### src/rtl/tmr_ureg_pkg.sv
// Shared types and constants for the TMR universal shift register family.
package tmr_ureg_pkg;

  // Operating mode of the universal register.
  typedef enum logic [1:0] {
    MODE_SISO = 2'b00,
    MODE_SIPO = 2'b01,
    MODE_PISO = 2'b10,
    MODE_PIPO = 2'b11
  } ureg_mode_t;

  // Shift direction: toward MSB (serial_in enters bit 0) or toward LSB.
  localparam logic DIR_MSB = 1'b0;
  localparam logic DIR_LSB = 1'b1;

endpackage

### src/rtl/tmr_universal_shift_register_if.sv
// Control/data bundle of the TMR universal shift register.
// There is no valid/ready handshake: every rising clock edge is a transaction.
// The master drives the controls (enable, mode, dir, load, serial/parallel
// data, fault injection, err_clr), which are sampled at every edge. The slave
// presents serial_out/parallel_out combinationally from the voted contents,
// and err_replica/err_count as registered status.
interface tmr_universal_shift_register_if
  import tmr_ureg_pkg::*;
#(
  parameter int WIDTH = 8,
  parameter int CNT_W = 8
) ();
  logic             enable;
  ureg_mode_t       mode;
  logic             dir;
  logic             load;
  logic             serial_in;
  logic [WIDTH-1:0] parallel_in;
  logic [2:0]       inj_sel;
  logic [WIDTH-1:0] inj_mask;
  logic             err_clr;
  logic             serial_out;
  logic [WIDTH-1:0] parallel_out;
  logic [2:0]       err_replica;
  logic [CNT_W-1:0] err_count;

  modport master (
    output enable, mode, dir, load, serial_in, parallel_in,
    output inj_sel, inj_mask, err_clr,
    input  serial_out, parallel_out, err_replica, err_count
  );

  modport slave (
    input  enable, mode, dir, load, serial_in, parallel_in,
    input  inj_sel, inj_mask, err_clr,
    output serial_out, parallel_out, err_replica, err_count
  );
endinterface

### src/rtl/tmr_voter.sv
// Bitwise 2-of-3 majority voter with per-input disagreement flags.
module tmr_voter #(
  parameter int WIDTH = 8
) (
  input  logic [WIDTH-1:0] a,
  input  logic [WIDTH-1:0] b,
  input  logic [WIDTH-1:0] c,
  output logic [WIDTH-1:0] voted,
  output logic [2:0]       mis
);
  // Majority per bit; mis[i] marks the input that differs from the vote.
  always_comb begin
    voted  = (a & b) | (a & c) | (b & c);
    mis[0] = (a != voted);
    mis[1] = (b != voted);
    mis[2] = (c != voted);
  end
endmodule

### src/rtl/tmr_universal_shift_register.sv
// WIDTH-bit universal register (SISO/SIPO/PISO/PIPO) with triplicated
// storage, majority voting, scrubbing on every edge, fault injection and
// mismatch reporting.
module tmr_universal_shift_register
  import tmr_ureg_pkg::*;
#(
  parameter int WIDTH = 8,
  parameter int CNT_W = 8
) (
  input logic clk,
  input logic rst,
  tmr_universal_shift_register_if.slave bus
);
  localparam logic [CNT_W-1:0] CNT_MAX = '1;

  logic [WIDTH-1:0] rep [3];
  logic [WIDTH-1:0] voted;
  logic [WIDTH-1:0] shifted;
  logic [WIDTH-1:0] nxt;
  logic [2:0]       mis;
  logic [2:0]       err_replica_q;
  logic [CNT_W-1:0] err_count_q;

  tmr_voter #(.WIDTH(WIDTH)) u_voter (
    .a     (rep[0]),
    .b     (rep[1]),
    .c     (rep[2]),
    .voted (voted),
    .mis   (mis)
  );

  // Next value derives from the vote only, so every edge also scrubs.
  always_comb begin
    if (bus.dir == DIR_MSB) shifted = {voted[WIDTH-2:0], bus.serial_in};
    else                    shifted = {bus.serial_in, voted[WIDTH-1:1]};
    nxt = voted;
    if (bus.enable) begin
      case (bus.mode)
        MODE_SISO, MODE_SIPO: nxt = shifted;
        MODE_PISO:            nxt = bus.load ? bus.parallel_in : shifted;
        MODE_PIPO:            nxt = bus.load ? bus.parallel_in : voted;
        default:              nxt = voted;
      endcase
    end
  end

  // Replica write with optional XOR upset on the selected replicas.
  always_ff @(posedge clk or posedge rst) begin
    if (rst) begin
      for (int i = 0; i < 3; i++) rep[i] <= '0;
    end else begin
      for (int i = 0; i < 3; i++)
        rep[i] <= nxt ^ (bus.inj_sel[i] ? bus.inj_mask : '0);
    end
  end

  // Mismatch snapshot and saturating error counter; clear beats increment.
  always_ff @(posedge clk or posedge rst) begin
    if (rst) begin
      err_replica_q <= '0;
      err_count_q   <= '0;
    end else begin
      err_replica_q <= mis;
      if (bus.err_clr)
        err_count_q <= '0;
      else if ((|mis) && (err_count_q != CNT_MAX))
        err_count_q <= err_count_q + 1'b1;
    end
  end

  // Output muxing: serial port in SISO/PISO, parallel port in SIPO/PIPO.
  always_comb begin
    bus.serial_out   = 1'b0;
    bus.parallel_out = '0;
    if (bus.mode == MODE_SISO || bus.mode == MODE_PISO)
      bus.serial_out = (bus.dir == DIR_MSB) ? voted[WIDTH-1] : voted[0];
    else
      bus.parallel_out = voted;
    bus.err_replica = err_replica_q;
    bus.err_count   = err_count_q;
  end
endmodule

### src/flat_wrapper.sv
// flat-port wrapper written by rule: the top's interface ports become plain ports
module tmr_universal_shift_register_flat import tmr_ureg_pkg::*;
#(
  parameter int WIDTH = 8,
  parameter int CNT_W = 8
)
  (clk, rst, bus_enable, bus_mode, bus_dir, bus_load, bus_serial_in, bus_parallel_in, bus_inj_sel, bus_inj_mask, bus_err_clr, bus_serial_out, bus_parallel_out, bus_err_replica, bus_err_count);
  tmr_universal_shift_register_if #(.WIDTH(WIDTH), .CNT_W(CNT_W)) bus_i ();
  input logic clk;
  input logic rst;
  input wire logic [$bits(bus_i.enable)-1:0] bus_enable;
  input wire logic [$bits(bus_i.mode)-1:0] bus_mode;
  input wire logic [$bits(bus_i.dir)-1:0] bus_dir;
  input wire logic [$bits(bus_i.load)-1:0] bus_load;
  input wire logic [$bits(bus_i.serial_in)-1:0] bus_serial_in;
  input wire logic [$bits(bus_i.parallel_in)-1:0] bus_parallel_in;
  input wire logic [$bits(bus_i.inj_sel)-1:0] bus_inj_sel;
  input wire logic [$bits(bus_i.inj_mask)-1:0] bus_inj_mask;
  input wire logic [$bits(bus_i.err_clr)-1:0] bus_err_clr;
  output wire logic [$bits(bus_i.serial_out)-1:0] bus_serial_out;
  output wire logic [$bits(bus_i.parallel_out)-1:0] bus_parallel_out;
  output wire logic [$bits(bus_i.err_replica)-1:0] bus_err_replica;
  output wire logic [$bits(bus_i.err_count)-1:0] bus_err_count;
  assign bus_i.enable = bus_enable;
  assign bus_i.mode = bus_mode;
  assign bus_i.dir = bus_dir;
  assign bus_i.load = bus_load;
  assign bus_i.serial_in = bus_serial_in;
  assign bus_i.parallel_in = bus_parallel_in;
  assign bus_i.inj_sel = bus_inj_sel;
  assign bus_i.inj_mask = bus_inj_mask;
  assign bus_i.err_clr = bus_err_clr;
  assign bus_serial_out = bus_i.serial_out;
  assign bus_parallel_out = bus_i.parallel_out;
  assign bus_err_replica = bus_i.err_replica;
  assign bus_err_count = bus_i.err_count;
  tmr_universal_shift_register #(.WIDTH(WIDTH), .CNT_W(CNT_W)) u_core (.clk(clk), .rst(rst), .bus(bus_i));
endmodule
### config.mk
export PLATFORM = sky130hd
export DESIGN_NAME = tmr_universal_shift_register_flat
export DESIGN_NICKNAME = d
export VERILOG_FILES = /design/src/rtl/tmr_ureg_pkg.sv /design/src/rtl/tmr_universal_shift_register_if.sv /design/src/rtl/tmr_voter.sv /design/src/rtl/tmr_universal_shift_register.sv /design/src/flat_wrapper.sv
export SDC_FILE = /design/constraint.sdc
export NUM_CORES = 1
export LEC_CHECK = 0
export CAP_MARGIN = 15
export CORE_MARGIN = 3
export CORE_UTILIZATION = 55
export CTS_CLUSTER_SIZE = 24
export DETAILED_ROUTE_END_ITERATION = 8
export GPL_TIMING_DRIVEN = 0
export HOLD_SLACK_MARGIN = 0.03
export PLACE_DENSITY = 0.85
export SYNTH_ARGS = -nofsm -noshare
export SYNTH_HDL_FRONTEND = slang
export SYNTH_SLANG_ARGS = --single-unit
### constraint.sdc
create_clock -name clk -period 3.3 [get_ports clk]
set_input_delay 0.66 -clock clk [delete_from_list [all_inputs] [get_ports clk]]
set_output_delay 0.66 -clock clk [all_outputs]
set_load 0.01 [all_outputs]
======== Yosys cells after proc, flatten, opt, wreduce, memory -nomap -nowiden ========
Cells that the tools add are included.
operators by class
  add/sub/neg operators ................... 1
  equality and inequality tests ........... 7
  muxes and demuxes ....................... 13
  bitwise operators ....................... 8
  reduce and logical (&&, ||, !) cells .... 6
operator list
  kind                 number
  $mux 8               10
  $and 8x8->8          3
  $ne 8x8->1           3
  $pmux 8 s3           1
  $xor 8x8->8          3
  $or 8x8->8           2
  $add 8x1->8 const B  1
  $ne 8x8->1 const B   1
  $eq 2x2->1 const B   2
  $reduce_or 3->1      1
  $eq 2x1->1 const B   1
  $logic_not 2->1      1
  $mux 1               2
  $reduce_bool 2->1    1
  $reduce_or 2->1      1
  $logic_and 1x1->1    1
  $logic_or 1x1->1     1
storage, ports and cells
  flip-flop bits (word level) ............. 35
  bits of input ports ..................... 28
  output and inout bits ................... 20
  word-level logic and storage cells ...... 40

======== Logic depth before layout (Yosys ltp) ========
  depth after elaboration ................. 8
  depth in mapped cells ................... 7

======== By module ========
From an unflattened synthesis, not the netlist that was laid out.
second synthesis, totals
  cells, all modules ...................... 265
  area, all modules ....................... 2492.4 um2
by module, submodules not included
  module                        instances  cells an instance  area each (um2)  seq. area each (um2)
  tmr_universal_shift_register  1          183                2005.7           875.8
  tmr_voter                     1          82                 486.7            0.0

======== Worst setup path before layout ========
Ideal clock, no wire load.
  kind .................................... input-to-reg
  start ................................... input bus_dir
  end ..................................... register u_core.rep[0] in the netlist's numbering
  setup time .............................. 0.080 ns
  data arrival time ....................... 1.957 ns
  required time ........................... 3.220 ns
  slack ................................... 1.263 ns
  stages .................................. 5
  buffers on the path ..................... 1
  cells stage by stage .................... clkbuf_1 mux2_2 a22o_1 a22oi_1 xor2_1
between the ends
  cells in the longest elaborated chain, start to end .. 5
ends and longest elaborated chain
  item                             line                                text
  from (decl)                      flat_wrapper.sv:13                  input wire logic [$bits(bus_i.dir)-1:0] bus_dir;
  $mux 8 *                         tmr_universal_shift_register.sv:34  if (bus.dir == DIR_MSB) shifted = {voted[WIDTH-2:0], bus.serial_in};
  $mux 8                           tmr_universal_shift_register.sv:40  MODE_PISO: nxt = bus.load ? bus.parallel_in : shifted;
  $pmux 8 s3 *                     tmr_universal_shift_register.sv:38  case (bus.mode)
  $mux 8 *                         tmr_universal_shift_register.sv:37  if (bus.enable) begin
  $xor 8x8->8 *                    tmr_universal_shift_register.sv:53  rep[i] <= nxt ^ (bus.inj_sel[i] ? bus.inj_mask : '0);
  to (signal, indexed assignment)  tmr_universal_shift_register.sv:53
  to (decl)                        tmr_universal_shift_register.sv:16  logic [WIDTH-1:0] rep [3];
Mark *: on every way between the ends. The rest lies on a longest branch, timed or not.
A chain may end at the register's enable or synchronous reset.

======== Worst setup path after layout ========
  start ................................... input bus_dir
  end ..................................... output bus_serial_out
between the ends
  cells in the longest elaborated chain, start to end .. 2
ends and longest elaborated chain
  item       line                                text
  $mux 1     tmr_universal_shift_register.sv:76  bus.serial_out = (bus.dir == DIR_MSB) ? voted[WIDTH-1] : voted[0];
  $mux 1     tmr_universal_shift_register.sv:75  if (bus.mode == MODE_SISO || bus.mode == MODE_PISO)
  to (decl)  flat_wrapper.sv:20                  output wire logic [$bits(bus_i.serial_out)-1:0] bus_serial_out;
Every way passes these cells.

==> qor.yml <==
route:
  num_vias: 2023
  wl_per_cell_um: 14.9
  drc: 0
  avgViaCountPerCell: 5.85
  drt-total-wl_um: 5150
  drtIter0Drc: 85
  route.antenna.remaining_nets: 0
  drt-pass1-iter-count: 4
clocking:
  cts_buffers: 5
  clkTransAtPathRegs_ns: 0.07
  cts.sinks: 35
  tritoncts: "done"
  ctsRootBufferMaster: "clkbuf_8"
  post_cts.repair.setup_buffers: 0
  cts_resized: 0
  postCtsHoldBufs: 0
  clock_latency_ns: 0.29
  h-tree-depth: 2
  clockBufferDepth: 2
floorplanning:
  rows: 22
  coreArea_mm2: 0.00380
  die_h_um: 70.1
  die_area_mm2: 0.00492
  io_pins: 48
  start_util_pct: 59.6
  dieWidth_um: 70.1
placed_design:
  gpl.final_weighted_congestion: 0.855
  port_buffers: 42
  place_hpwl_um: 3980
setup_path:
  cp_max_fo: 10
  cp_common_cell: "clkdlybuf4s50_1"
  crit_chain: "clkdlybuf4s50_1, clkbuf_1, mux2i_1, nor2_1, clkdlybuf4s50_1"
  worst_ep_required_time_ns: 2.64
  reg2reg_depth: 7
  reg2reg_from: "u_core.rep[1]"
  startpoint_type: "primary input"
  crit_slowest_cell: "clkdlybuf4s50_1"
  cp-end-kind: "output pin"
  slowest_delay_ns: 0.54
  worstPathArrival_ns: 2.30
  criticalPathCategory: "primary input to output pin"
  rr_endpoint: "u_core.bus.err_count[1]"
  r2r_setup_slack_ns: 0.93
synthesis:
  mappedNetlistNets: 276
  synth_warnings: 0
  ys_ff_latch: 35
  synth.distinct_cells: 38
  synth_cells: 247
  yosysSeqAreaShare_pct: 38.7
  syn-mean-instance-area_um2: 9.16
  syn-cell-area_mm2: 0.00226
power_and_ir_drop:
  ir_worst_vdd_mv: 0.465
  power_mw: 2.33
  powerDensity_mw_per_mm2: 806
  leakagePower_nw: 1.20
global_route:
  grt_util_met2_pct: 38.9
  grt_start_max_net_pins: 24
  met1_usage_pct: 25.5
  grt-ovfl-total: 0
  grt_pass1_wl_um: 8790
  grt_pass1_vias: 1968
  antenna_found_initial: 0
  grt_usage_pct: 22.0
  use_met3_pct: 4.17
  busiest_layer: "met2"
sta:
  max_slew_margin_pct: 58.3
  setup_violations: 0
  fmax_mhz: 338
  slew_viol_final: 0
  fin_setup_tns_ns: 0
  finalHoldViolCount: 0
  fin_worst_skew_ns: 0.00819
  rsz0062_at_grt: "false"
  layout_min_cycle_time_ns: 2.96
  period_share_pct: 89.7
  worst_slew_pin_slew_ns: 0.609
finish:
  multi_input_area_mm2: 0.00133
  n_antenna_cell: 0
  area_delta_synth_final_pct: 27.7
  nets: 326
  drive_gt1_share_pct: 6.04
  fill_cells: 278
  seq_area_um2: 876
run_status:
  status: "completed"
flow_run:
  drv_cap: 0
hold_path:
  min_from: "u_core.bus.err_count[4]"
  hold_class: "flop to flop"
  hold_depth: 2
  holdPathEnd: "u_core.bus.err_count[4]"
-- power breakdown --
part           internal (mW)  leakage [nW]  switching, mW  total, mW
Sequential             0.591         0.427          0.236      0.828
Clock                  0.244        0.0612          0.153      0.397
Combinational          0.556         0.711          0.548       1.10
-- sequential cells by signal, indices dropped and copies added (netlist names) --
register,flops
u_core.rep,24
u_core.bus.err_count,8
u_core.bus.err_replica,3
-- metal layers --
metal	up-vias	share of wire (%)	wire length, um
met3	14	5.4	278
met2	69	50	2600
met1	948	41	2100
li1	992	-	-
met4	0	3.3	169
met5	-	0	0
-- cell families after synthesis --
logic type | synth area share (%)
xor gates and xnor gates | 9.68
AOI/OAI and AO/OA | 19.0
buffers and inverters | 2.65
muxes | 3.87
adders and majority gates | 0.996
DFF | 38.7
and+or+nand+nor | 25.1
-- placed cells by master, fill, tap and decap left out, types with 7 or more instances in the layout --
master,instances
and3b_1,11
a21oi_1,14
nor3b_1,12
o21ai_1,7
xor2_1,25
o21a_1,7
a22o_1,8
dfrtp_1,35
a22oi_1,8
nand2_1,28
and2_1,9
nor2_1,16
clkdlybuf4s50_1,42
-- layout make-up --
| cell class | count | area share (%) |
|---|---|---|
| clock buffer | 6 | 2.86 |
| sequential | 35 | 30.3 |
| tap | 48 | 2.08 |
| multi-input combinational | 198 | 45.9 |
| clock inverter | 2 | 1.21 |
| timing repair buffer | 43 | 15.5 |
| inverter | 5 | 0.650 |
| buffer | 9 | 1.43 |
-- worst max-delay path by stage --
stage / startpoint / to / slack [ns] / cells past startpoint
floorplan: bus_dir / u_core.rep[0] / 1.26 / 5
global placement: bus_dir / bus_serial_out / 0.37 / 5
detailed placement: bus_dir / bus_serial_out / 0.34 / 5
CTS: bus_dir / bus_serial_out / 0.34 / 5
global route: bus_dir / bus_serial_out / 0.24 / 5
finish: bus_dir / bus_serial_out / 0.34 / 5
-- worst max-delay path: cells and delay by family --
family / cells / cell delay [ns]
buffers and inverters: 3 / 1.39
multiplexers: 1 / 0.14
AND/OR/NAND/NOR: 1 / 0.11
-- synth_stat cells --
library cell,n,area share [%]
dfrtp_1,35,39
nand2_1,28,4.6
xor2_1,25,9.7
nor2_1,16,2.7
a21oi_1,14,3.1
nor3b_1,12,4.0
and3b_1,11,4.3
and2_1,9,2.5
a22o_1,8,3.1
a22oi_1,8,2.7
o21a_1,7,2.3
o21ai_1,7,1.5
a2111oi_0,6,2.3
mux2_2,6,3.0
nand3_1,6,1.3
nor2b_1,6,1.7
buf_1,5,0.83
inv_1,5,0.83
or3_1,5,1.4
clkbuf_1,3,0.50
o21ai_0,3,0.66
o22ai_1,3,0.83
and3_1,2,0.55
mux2i_1,2,0.88
nand4_1,2,0.55
a21o_1,1,0.33
a221oi_1,1,0.39
buf_6,1,0.50
ha_1,1,0.55
maj3_1,1,0.44
nand2b_1,1,0.28
nand3b_1,1,0.33
nor3_1,1,0.22
nor4_1,1,0.28
o221ai_1,1,0.39
o31ai_4,1,0.94
o41ai_1,1,0.39
or4_4,1,0.50
-- per-stage QoR --
| step | setup WS [ns] | hold slack, ns | cells | util (%) | cell area [um2] |
|---|---|---|---|---|---|
| final | 0.338 | 0.580 | 346 | 76.0 | 2890 |
| after global routing | 0.236 | 0.626 | 346 | 76.0 | 2890 |
| after CTS | 0.337 | 0.577 | 346 | 76.0 | 2890 |
| after detailed placement | 0.343 | 0.563 | 338 | 72.9 | 2770 |
| after global placement | 0.366 | 0.557 | 337 | 72.2 | 2740 |
| after floorplan | 1.26 | 0.592 | 247 | - | 2260 |
Power figures use the tool's default switching activity.
